[config.mk]
export PLATFORM = sky130hd
export DESIGN_NAME = note_tone_gen
export DESIGN_NICKNAME = d
export VERILOG_FILES = /design/src/rtl/note_tone_gen.sv
export SDC_FILE = /design/constraint.sdc
export NUM_CORES = 1
export LEC_CHECK = 0
export ABC_CLOCK_PERIOD_IN_PS = 3900
export CAP_MARGIN = 20
export CORE_MARGIN = 2
export CORE_UTILIZATION = 45
export DETAILED_ROUTE_END_ITERATION = 12
export DONT_BUFFER_PORTS = 1
export GPL_TIMING_DRIVEN = 0
export PLACE_DENSITY_LB_ADDON = 0.15
export SLEW_MARGIN = 15
export SYNTH_ARGS = -nofsm -noshare
export SYNTH_HDL_FRONTEND = slang
export SYNTH_SLANG_ARGS = --single-unit
[constraint.sdc]
create_clock -name clk -period 3.9 [get_ports clk]
set_clock_uncertainty 0.15 [all_clocks]
set_input_delay 0.39 -clock clk [delete_from_list [all_inputs] [get_ports clk]]
set_output_delay 0.39 -clock clk [all_outputs]
set_load 0.005 [all_outputs]
[src/rtl/note_tone_gen.sv]
// ---------------------------------------------------------------------------
// note_tone_gen
//
// Converts a note index, an octave shift and a note-active gate into a
// square-wave buzzer drive. A base half-period table (computed for a
// 100 MHz clock) is scaled by the clamped octave shift, and a phase counter
// counts out each half period. Pitch changes and gate release take effect
// only on half-period boundaries, so the output never shows a short pulse.
//
// Ports:
//   clk          in   system clock (100 MHz)
//   reset        in   asynchronous reset, active low (0 = reset)
//   note         in   [7:0] note index, 2..11 valid, anything else is silence
//   octave_shift in   [3:0] signed octave offset, clamped to OCT_MIN..OCT_MAX
//   note_active  in   tone requested while high
//   volume       in   [2:0] duty setting (only with NOTE_TONE_VOLUME_EN)
//   buzzer       out  square-wave drive
//   playing      out  high while the FSM is in PLAY
//   half_period  out  [CNT_W-1:0] half period in use, 0 when idle
//
// Optional feature macro: NOTE_TONE_VOLUME_EN
//   Adds the volume input and an 8-bit free-running carrier. During the high
//   phase the buzzer is gated by (carrier[7:5] <= volume), giving a duty of
//   (volume+1)/8 at clk/256. volume=7 reproduces the plain square wave.
// ---------------------------------------------------------------------------
module note_tone_gen #(
    parameter int CLK_HZ  = 100_000_000,
    parameter int OCT_MIN = -3,
    parameter int OCT_MAX = 3,
    parameter int CNT_W   = 22
) (
    input  logic             clk,
    input  logic             reset,
    input  logic [7:0]       note,
    input  logic [3:0]       octave_shift,
    input  logic             note_active,
`ifdef NOTE_TONE_VOLUME_EN
    input  logic [2:0]       volume,
`endif
    output logic             buzzer,
    output logic             playing,
    output logic [CNT_W-1:0] half_period
);

    typedef enum logic {
        IDLE = 1'b0,
        PLAY = 1'b1
    } state_t;

    // The table below is fixed for a 100 MHz clock; CLK_HZ only documents
    // that assumption, so a differing value simply selects an empty block.
    if (CLK_HZ != 100_000_000) begin : g_clk_not_table_rate
    end

    state_t           state_q, state_d;
    logic [CNT_W-1:0] count_q, count_d;
    logic [CNT_W-1:0] half_q, half_d;
    logic             tone_q, tone_d;

    logic signed [3:0] oct_in;
    logic signed [3:0] oct_clamped;
    logic [3:0]        shift_amt;
    logic [CNT_W-1:0]  base_half;
    logic [CNT_W-1:0]  target_half;
    logic              go;
    logic              boundary;

    // Base half-period table in clk cycles at 100 MHz.
    function automatic logic [CNT_W-1:0] note_base(input logic [7:0] n);
        logic [CNT_W-1:0] v;
        case (n)
            8'd2:    v = CNT_W'(191110);
            8'd3:    v = CNT_W'(170265);
            8'd4:    v = CNT_W'(151685);
            8'd5:    v = CNT_W'(143172);
            8'd6:    v = CNT_W'(127551);
            8'd7:    v = CNT_W'(113636);
            8'd8:    v = CNT_W'(101239);
            8'd9:    v = CNT_W'(95556);
            8'd10:   v = CNT_W'(85131);
            8'd11:   v = CNT_W'(75843);
            default: v = '0;
        endcase
        return v;
    endfunction

    // Target pitch: clamp the octave, then shift the table entry right for
    // higher octaves and left for lower ones. Invalid notes give 0.
    always_comb begin
        oct_in      = $signed(octave_shift);
        oct_clamped = oct_in;
        if (int'(oct_in) < OCT_MIN) begin
            oct_clamped = 4'(OCT_MIN);
        end else if (int'(oct_in) > OCT_MAX) begin
            oct_clamped = 4'(OCT_MAX);
        end

        shift_amt = oct_clamped[3] ? 4'(-oct_clamped) : 4'(oct_clamped);
        base_half = note_base(note);

        if (oct_clamped[3]) begin
            target_half = base_half << shift_amt;
        end else begin
            target_half = base_half >> shift_amt;
        end
    end

    assign go       = note_active && (target_half != '0);
    assign boundary = (count_q == half_q - CNT_W'(1));

    // State register together with the datapath flops it steers.
    always_ff @(posedge clk or negedge reset) begin
        if (!reset) begin
            state_q <= IDLE;
            count_q <= '0;
            half_q  <= '0;
            tone_q  <= 1'b0;
        end else begin
            state_q <= state_d;
            count_q <= count_d;
            half_q  <= half_d;
            tone_q  <= tone_d;
        end
    end

    // Next-state logic. In PLAY the counter runs freely; only at a boundary
    // is the gate re-examined and a new pitch latched, so every phase
    // completes at the length it started with.
    always_comb begin
        state_d = state_q;
        count_d = count_q;
        half_d  = half_q;
        tone_d  = tone_q;

        case (state_q)
            IDLE: begin
                tone_d  = 1'b0;
                count_d = '0;
                half_d  = '0;
                if (go) begin
                    half_d  = target_half;
                    tone_d  = 1'b1;
                    state_d = PLAY;
                end
            end
            PLAY: begin
                count_d = count_q + CNT_W'(1);
                if (boundary) begin
                    count_d = '0;
                    if (go) begin
                        tone_d = ~tone_q;
                        half_d = target_half;
                    end else begin
                        tone_d  = 1'b0;
                        half_d  = '0;
                        state_d = IDLE;
                    end
                end
            end
            default: begin
                state_d = IDLE;
                count_d = '0;
                half_d  = '0;
                tone_d  = 1'b0;
            end
        endcase
    end

`ifdef NOTE_TONE_VOLUME_EN
    logic [7:0] carrier_q, carrier_d;

    // Free-running carrier used to chop the high phase for volume control.
    always_comb begin
        carrier_d = carrier_q + 8'd1;
    end

    always_ff @(posedge clk or negedge reset) begin
        if (!reset) begin
            carrier_q <= '0;
        end else begin
            carrier_q <= carrier_d;
        end
    end

    // Output logic with the high phase gated by the carrier.
    always_comb begin
        playing     = (state_q == PLAY);
        half_period = half_q;
        buzzer      = tone_q && (carrier_q[7:5] <= volume);
    end
`else
    // Output logic: plain square wave.
    always_comb begin
        playing     = (state_q == PLAY);
        half_period = half_q;
        buzzer      = tone_q;
    end
`endif

endmodule

* Word-level counts from Yosys, hierarchy flattened
Memory sizes are Yosys's and may differ from the RTL's.
Cells that the tools add are included.
** Operators by class
- Equal/unequal tests :: 2
- Shift operators :: 2
- Reduce and logical (&&, ||, !) cells :: 3
- Bitwise gates (word level) :: 2
- Add/subtract/negate cells :: 3
- Multiplexer cells :: 16
- Magnitude comparators :: 2
** Operator list (count)
- two-way mux 22 bit :: 5
- one-hot mux 22 bit (2 select lines) :: 2
- adder 22 x 1 -> 22 bit, second input constant :: 1
- equality test 22 bit :: 1
- nonzero test 22 bit :: 1
- << shifter 22 x 4 -> 22 bit :: 1
- right shift 22 x 4 -> 22 bit :: 1
- subtractor 22 x 1 -> 22 bit, second input constant :: 1
- two-way mux 4 bit :: 3
- > comparator 4 x 3 -> 1 bit, second input constant :: 1
- zero test 4 bit :: 1
- < comparator 4 x 3 -> 1 bit, second input constant :: 1
- two-way mux 1 bit :: 4
- negator 4 bit :: 1
- one-hot mux 1 bit (2 select lines) :: 2
- != test 2 x 1 -> 1 bit, second input constant :: 1
- inverter 1 bit :: 2
- logical AND 1 bit :: 1
** Storage, ports and cells
- Bits of input ports :: 15
- Register bits :: 46
- Bits in read-only memories :: 288
- Memories :: 1
** Memories
- (no name shown) :: depth 16, width 18, rd ports 1, clocked after Yosys merged registers in 0, wr ports 0, line 71 : case (n)

* Longest topological paths before layout
Gate-level depths: netlist of run 1.
- Depth after elaboration :: 12
- Mapped depth :: 19

* Worst setup path after synthesis of run 1
Ideal clock, no wire load.
- Path kind :: input -> register
- Start :: input port octave_shift[0]
- End :: register state_q, in the netlist playing
- Setup slack :: -0.234 ns
- Data required time :: 3.629 ns
- Path buffers :: 4
- Stages :: 17
- Arrival :: 3.863 ns
- Cell sequence :: buf_2 > and4b_1 > clkbuf_1 > nor2_1 > inv_2 > buf_2 > buf_2 > ha_1 > nor2b_1 > nor2_1 > mux2_2 > mux2_2 > a211oi_1 > nand4_1 > nor4_1 > nand2_1 > a22o_1
** On the way
- Word-level cells in the longest chain between the ends :: 12
- Elaborated cells between the ends (all ways) :: 14
- Classes of those cells :: add/sub (1); order compare (2); shift (2); mux (7); reduce/logical (2)
** Ends and longest elaborated chain
- from (decl) :: line 35 : input logic [3:0] octave_shift,
- > comparator 4 x 3 -> 1 bit :: line 94 : end else if (int'(oct_in) > OCT_MAX) begin
- two-way mux 4 bit :: line 94
- two-way mux 4 bit * :: line 92 : if (int'(oct_in) < OCT_MIN) begin
- negator 4 bit :: line 98 : shift_amt = oct_clamped[3] ? 4'(-oct_clamped) : 4'(oct_clamped);
- two-way mux 4 bit :: line 98
- right shift 22 x 4 -> 22 bit or << shifter 22 x 4 -> 22 bit (tied branches) :: line 104, 102
- two-way mux 22 bit * :: line 101 : if (oct_clamped[3]) begin
- nonzero test 22 bit * :: line 108 : assign go = note_active && (target_half != '0);
- logical AND 1 bit * :: line 108
- two-way mux 1 bit * :: line 140, 150
- two-way mux 1 bit :: line 148 : if (boundary) begin
- one-hot mux 1 bit (2 select lines) * :: line 135 : case (state_q)
- net state_d :: line 55 : state_t state_q, state_d;
- to (signal assigned) :: line 119 : state_q <= state_d;
- to (decl) :: line 55
Mark *: on every way through the listed nets, which the timed path passes. The rest lies on a longest branch.
A chain may end at the register's enable or synchronous reset.

* Final worst setup path of run 1
- Start :: register half_q[0], in the netlist half_period[0]
- End :: register half_q[6], in the netlist half_period[6]
** On the way
- Word-level cells in the longest chain between the ends :: 3
** Ends and longest elaborated chain
- from (decl) :: line 57 : logic [CNT_W-1:0] half_q, half_d;
- from (signal assigned) :: line 121 : half_q <= half_d;
- subtractor 22 x 1 -> 22 bit :: line 109 : assign boundary = (count_q == half_q - CNT_W'(1));
- equality test 22 bit :: line 109
- != test 2 x 1 -> 1 bit (no source line)
Every way passes these cells.

==> flow_summary.ini, run 1 <==
[placement]
placed_area_um2 = 5390
port_buffers = 0
dp_slack_ns = -1.26
place_congestion = 1.01
dpl.hpwl_um = 14200

[cells_and_area]
final_area_um2 = 5880
utilization_pct = 52.0
n_antenna_cell = 0
drive_gt1_share_pct = 15.1
area_growth_syn_to_layout_pct = 13.6
fin_nets = 708

[sta]
finalSetupViolations = 0
post-route-period-util_pct = 95.3
tightestPinTransition_ns = 0.997
slew_viol_final = 0
maxSlewHeadroom_pct = 32.9
setup-tns-final_ns = 0
setup_ws_ns = 0.183
period_needed_ns = 3.72
max_freq_ghz = 0.269
hold_viol_final = 0

[routing]
ant_nets = 0
routed_wl_um = 18500
drt-initial-drc-count = 514
drc_errors = 0
first_pass_iters = 5
vias = 5341
wl_per_cell_um = 22.4
routed_via_density = 6.47

[clock_tree]
htreeDepth = 2
cts_root_buf = clkbuf_16
cts-buffers-inserted = 5
insertion_delay_ns = 0.29
cts_sinks = 46
cts_max_path_buffers = 2
clkTransAtPathRegs_ns = 0.06
cts_tree = yes

[pwr]
p_leak_nw = 2.29
power.total_mw = 2.99
p_per_area_nw_per_um2 = 508
vdd_drop_max_v = 0.000367

[setup_path]
cp_max_fo = 10
r2r_start = half_period[0]$_DFFE_PN0P_
crit_start = half_period[0]$_DFFE_PN0P_
r2r-end = half_period[6]$_DFFE_PN0P_
crit_end = half_period[6]$_DFFE_PN0P_
required_ns = 3.92
endpoint_kind = register
crit_type = reg2reg
cp-start-kind = register
cp.arrival_ns = 3.74
rrSetupSlack_ns = 0.18
reg2reg_depth = 12

[grt]
grtUsageTotal_pct = 29.2
grt_pass1_wl_um = 28800
grt_antenna_before_repair = 0
grt_overflow = 0
grt_start_max_net_pins = 47
grt_pass1_vias = 5143

[synth]
yosysWarnings = 0
synth_top_flop_cell = dfrtp_1
synth_nets = 688
synthCells = 662
synth-edff-count = 0
syn_area_um2 = 5180
synthDistinctLibCells = 81
synth_seq_area_share_pct = 22.2
syn_area_per_cell_um2 = 7.82
synth_seq_cells = 46
async_flop_share_pct = 100

[floorplanning]
rows = 39
io_pins = 39
die_h_um = 111
die-width_um = 111
start_util_pct = 45.7
die_area_um2 = 12400
core-area_um2 = 11300

[hold_path]
hold_class = in2reg
min-delay-start = note_active
whs_path_depth = 2

[run]
cap_violations = 0

[run_status]
outcome = finished, final reports clean
logic make-up after synthesis:
family                   after synthesis  synth area share, %
XOR/XNOR                              48                 8.12
adder cells (fa/ha/maj)               12                 2.85
flip-flops                            46                 22.2
AO/OA/AOI/OAI                        165                 22.5
multiplexers                          45                 9.71
AND/OR/NAND/NOR                      271                 28.1
buffers and inverters                 75                 6.50
repair_timing:
item	4_1_cts	5_1_grt
setup buffers	1	11
resized for setup	23	26
hold buffers	2	0
hold endpoints to repair	46	0
pin swaps	4	6
endpoints found under the setup margin	44	23
worst min path at each step:
stage | slack (ns) | endpoint
global route | 0.11 | half_period[11]$_DFFE_PN0P_
detailed placement | -0.05 | count_q[0]$_DFF_PN0_
global placement | -0.05 | count_q[0]$_DFF_PN0_
CTS | 0.1 | half_period[11]$_DFFE_PN0P_
floorplan | -0.06 | buzzer$_DFFE_PN0P_
finish | 0.10 | half_period[11]$_DFFE_PN0P_
registers in the layout (all words and copies together) (netlist names):
| name | cells |
|---|---|
| count_q | 22 |
| playing | 1 |
| buzzer | 1 |
| half_period | 22 |
per-stage QoR:
stage,cells,hold slack (ns)
2_1_floorplan,662,-0.0556
3_3_place_gp,805,-0.0546
3_5_place_dp,805,-0.0546
4_1_cts,815,0.100
5_1_grt,826,0.112
6_report,826,0.101
placed cells by master (no fill, tap or decap), drive strengths merged, types with 16 or more instances in the layout:
cell,Yosys,routed
o21ai,33,33
nor3,28,28
xor2,16,16
a21oi,24,24
nand3,23,23
dfrtp,46,46
buf,17,31
xnor2,32,32
mux2,17,17
clkbuf,28,31
inv,30,29
and3,16,16
mux2i,27,27
nor2,69,69
nand2,55,55
final cells by class:
type / count / area (µm²)
Clock inverter: 3 / 68.8
Sequential cell: 46 / 1150
Clock buffer: 5 / 125
Inverter: 30 / 118
Buffer: 44 / 260
Multi-Input combinational cell: 541 / 3850
Fill cell: 1114 / 5440
Timing Repair Buffer: 14 / 128
Tap cell: 143 / 179
power breakdown:
part | total, mW | leakage (nW) | switching [mW] | internal (mW)
registers | 0.782 | 0.615 | 0.192 | 0.589
logic | 1.65 | 1.58 | 0.928 | 0.725
clock network | 0.551 | 0.0940 | 0.183 | 0.368
synthesized netlist by cell type, types with 6 or more instances:
master,instances,area share (%)
o211ai_1,9,1.3
and3_1,16,1.9
a211oi_1,15,2.2
nor4_1,10,1.2
nand2_1,54,3.9
nand2b_1,15,1.8
a21oi_1,24,2.3
nand4_1,11,1.3
nand3_1,21,2.0
inv_1,29,2.1
o21a_1,7,1.0
mux2i_1,27,5.2
ha_1,11,2.7
a31oi_1,8,0.97
buf_2,11,1.1
xnor2_1,32,5.4
nor3_1,27,2.6
nor2b_1,6,0.73
clkbuf_1,26,1.9
a22oi_1,6,0.87
nor2_1,69,5.0
mux2_2,12,2.6
xor2_1,16,2.7
o21ai_0,32,3.1
dfrtp_1,46,22
routing by layer:
layer  vias to the layer above  part of all wire [%]  GRT usage, %
li1                       2478                     -             -
met1                      2548                    39          34.9
met2                       245                    50          50.9
met3                        70                   5.5          3.77
met4                         0                   5.4          16.0
met5                         -                     0             0
critical path, stage by stage (launching register included):
cell and delay, ns:
dfrtp_1 0.47, inv_1 0.12, ha_1 0.23, nor3b_4 0.33, nand2_1 0.17, or4_1 0.50
o21ai_0 0.21, o21ai_0 0.20, a2111oi_4 0.38, nand3_2 0.18, nand2_4 0.19, buf_12 0.17
mux2_4 0.30
Note: power is estimated with default switching activity, not from simulation.
==> inputs of run 2 (changes only) <==
Settings changed: GPL_TIMING_DRIVEN 0 to 1, PLACE_DENSITY_LB_ADDON 0.15 to default.
==> flow_summary.ini, run 2 (synthesized netlist as in run 1, its figures left out) <==
[clock_tree]
cts_sinks = 46
post_cts_buffers = 0
htreeDepth = 2
ctsResizeCount = 0
clkTransAtPathRegs_ns = 0.06
cts_hold_buf = 2
cts_root_buf = clkbuf_16
cts-buffers-inserted = 5
insertion_delay_ns = 0.29
cts_tree = yes
cts_max_path_buffers = 2

[sta]
rsz0062_at_grt = false
period_needed_ns = 3.58
post-route-period-util_pct = 91.9
tightestPinTransition_ns = 0.877
finalSetupViolations = 0
slew_viol_final = 0
max_freq_ghz = 0.279
hold_viol_final = 0
maxSlewHeadroom_pct = 41.0
hold_ws_ns = 0.0890
setup-tns-final_ns = 0
setup_ws_ns = 0.317

[pwr]
p_leak_nw = 2.16
p_per_area_nw_per_um2 = 512
vdd_drop_max_v = 0.000381

[grt]
grt_util_met2_pct = 46.6
use_met1_pct = 32.6
grt_pass1_wl_um = 27000
grtUsageTotal_pct = 26.8
grt_antenna_before_repair = 0
gr-max-usage-layer = met2
gr-usage-met3_pct = 4.10
grt_start_max_net_pins = 47
grt_pass1_vias = 5016
grt_overflow = 0

[setup_path]
cp-start-kind = register
cp_slowest_cell = nor4_1
crit_type = reg2reg
cp.arrival_ns = 3.60
crit_buf_inv = 1
critPathMaxStageDelay_ns = 0.52
path_cells = nor4_1 > nand2_1 > or4_4 > or4b_1 > o211ai_1 > o21a_2 > nand3_2 > nand2_4 > buf_4 > nor2_1
required_ns = 3.92
endpoint_kind = register
cp_max_fo = 25
crit_family = simple AND/OR/NAND/NOR gates

[routing]
routed_via_density = 6.44
drc_errors = 0
drt-initial-drc-count = 410
first_pass_iters = 5
ant_nets = 0
wl_per_cell_um = 21.0
vias = 5109
routed_wl_um = 16600

[hold_path]
hold_class = in2reg

[cells_and_area]
final_cell_mix = nor2_1 (67), nand2_1 (53), dfrtp_1 (46), xnor2_1 (32), o21ai_0 (32)
fin_nets = 676
layout_commonest_cell = nor2_1
fill_cells = 1107
final_area_um2 = 5550
drive_gt1_share_pct = 11.5
utilization_pct = 49.0
n_antenna_cell = 0
area_growth_syn_to_layout_pct = 7.18

[placement]
dpl.hpwl_um = 12900
placed_area_um2 = 5340
place_congestion = 0.977
port_buffers = 0
dp_slack_ns = 0.319

[floorplanning]
core-area_um2 = 11300
start_util_pct = 45.7
die_h_um = 111
die-width_um = 111
die_area_um2 = 12400
rows = 39
io_pins = 39

[run]
cap_violations = 0

[run_status]
outcome = finished, final reports clean
[run 2: metal layers]
metal	part of all wire [%]	wire [µm]
met5	0	0
met1	40	6610
met3	6.9	1140
met4	4.1	689
met2	49	8190
[run 2: layout make-up]
| class | count | area, µm² | share of cell area (%) |
|---|---|---|---|
| inverter | 30 | 113 | 2.03 |
| tap | 143 | 179 | 3.22 |
| timing repair buffer | 26 | 218 | 3.92 |
| multi-input combinational | 541 | 3720 | 67.0 |
| clock buffer | 6 | 139 | 2.50 |
| clock inverter | 1 | 30.0 | 0.541 |
| sequential | 46 | 1150 | 20.7 |
[run 2: where the power goes]
| part | switching, mW | internal [mW] | total [mW] |
|---|---|---|---|
| combinational | 0.840 | 0.702 | 1.54 |
| clock | 0.172 | 0.316 | 0.488 |
| sequential | 0.223 | 0.589 | 0.812 |
[run 2: worst paths after layout]
check                      cells after the start  slack (ns)                   startpoint                           to
setup / recovery                              10        0.32  half_period[13]$_DFFE_PN0P_         count_q[3]$_DFF_PN0_
hold / removal                                 2        0.09                  note_active   half_period[4]$_DFFE_PN0P_
setup reg to reg                              10        0.32  half_period[13]$_DFFE_PN0P_         count_q[3]$_DFF_PN0_
hold reg to reg                                1        0.40         count_q[0]$_DFF_PN0_         count_q[0]$_DFF_PN0_
max in group asynchronous                      2        2.94                        reset  half_period[17]$_DFFE_PN0P_
min in group asynchronous                      2        0.47                        reset        count_q[11]$_DFF_PN0_
[run 2: stage by stage]
| stage | total power [mW] | cells |
|---|---|---|
| CTS | 2.85 | 793 |
| global route | 3.04 | 793 |
| global placement | 2.31 | 784 |
| finish | 2.84 | 793 |
| floorplan | 1.92 | 662 |
| detailed placement | 2.34 | 784 |
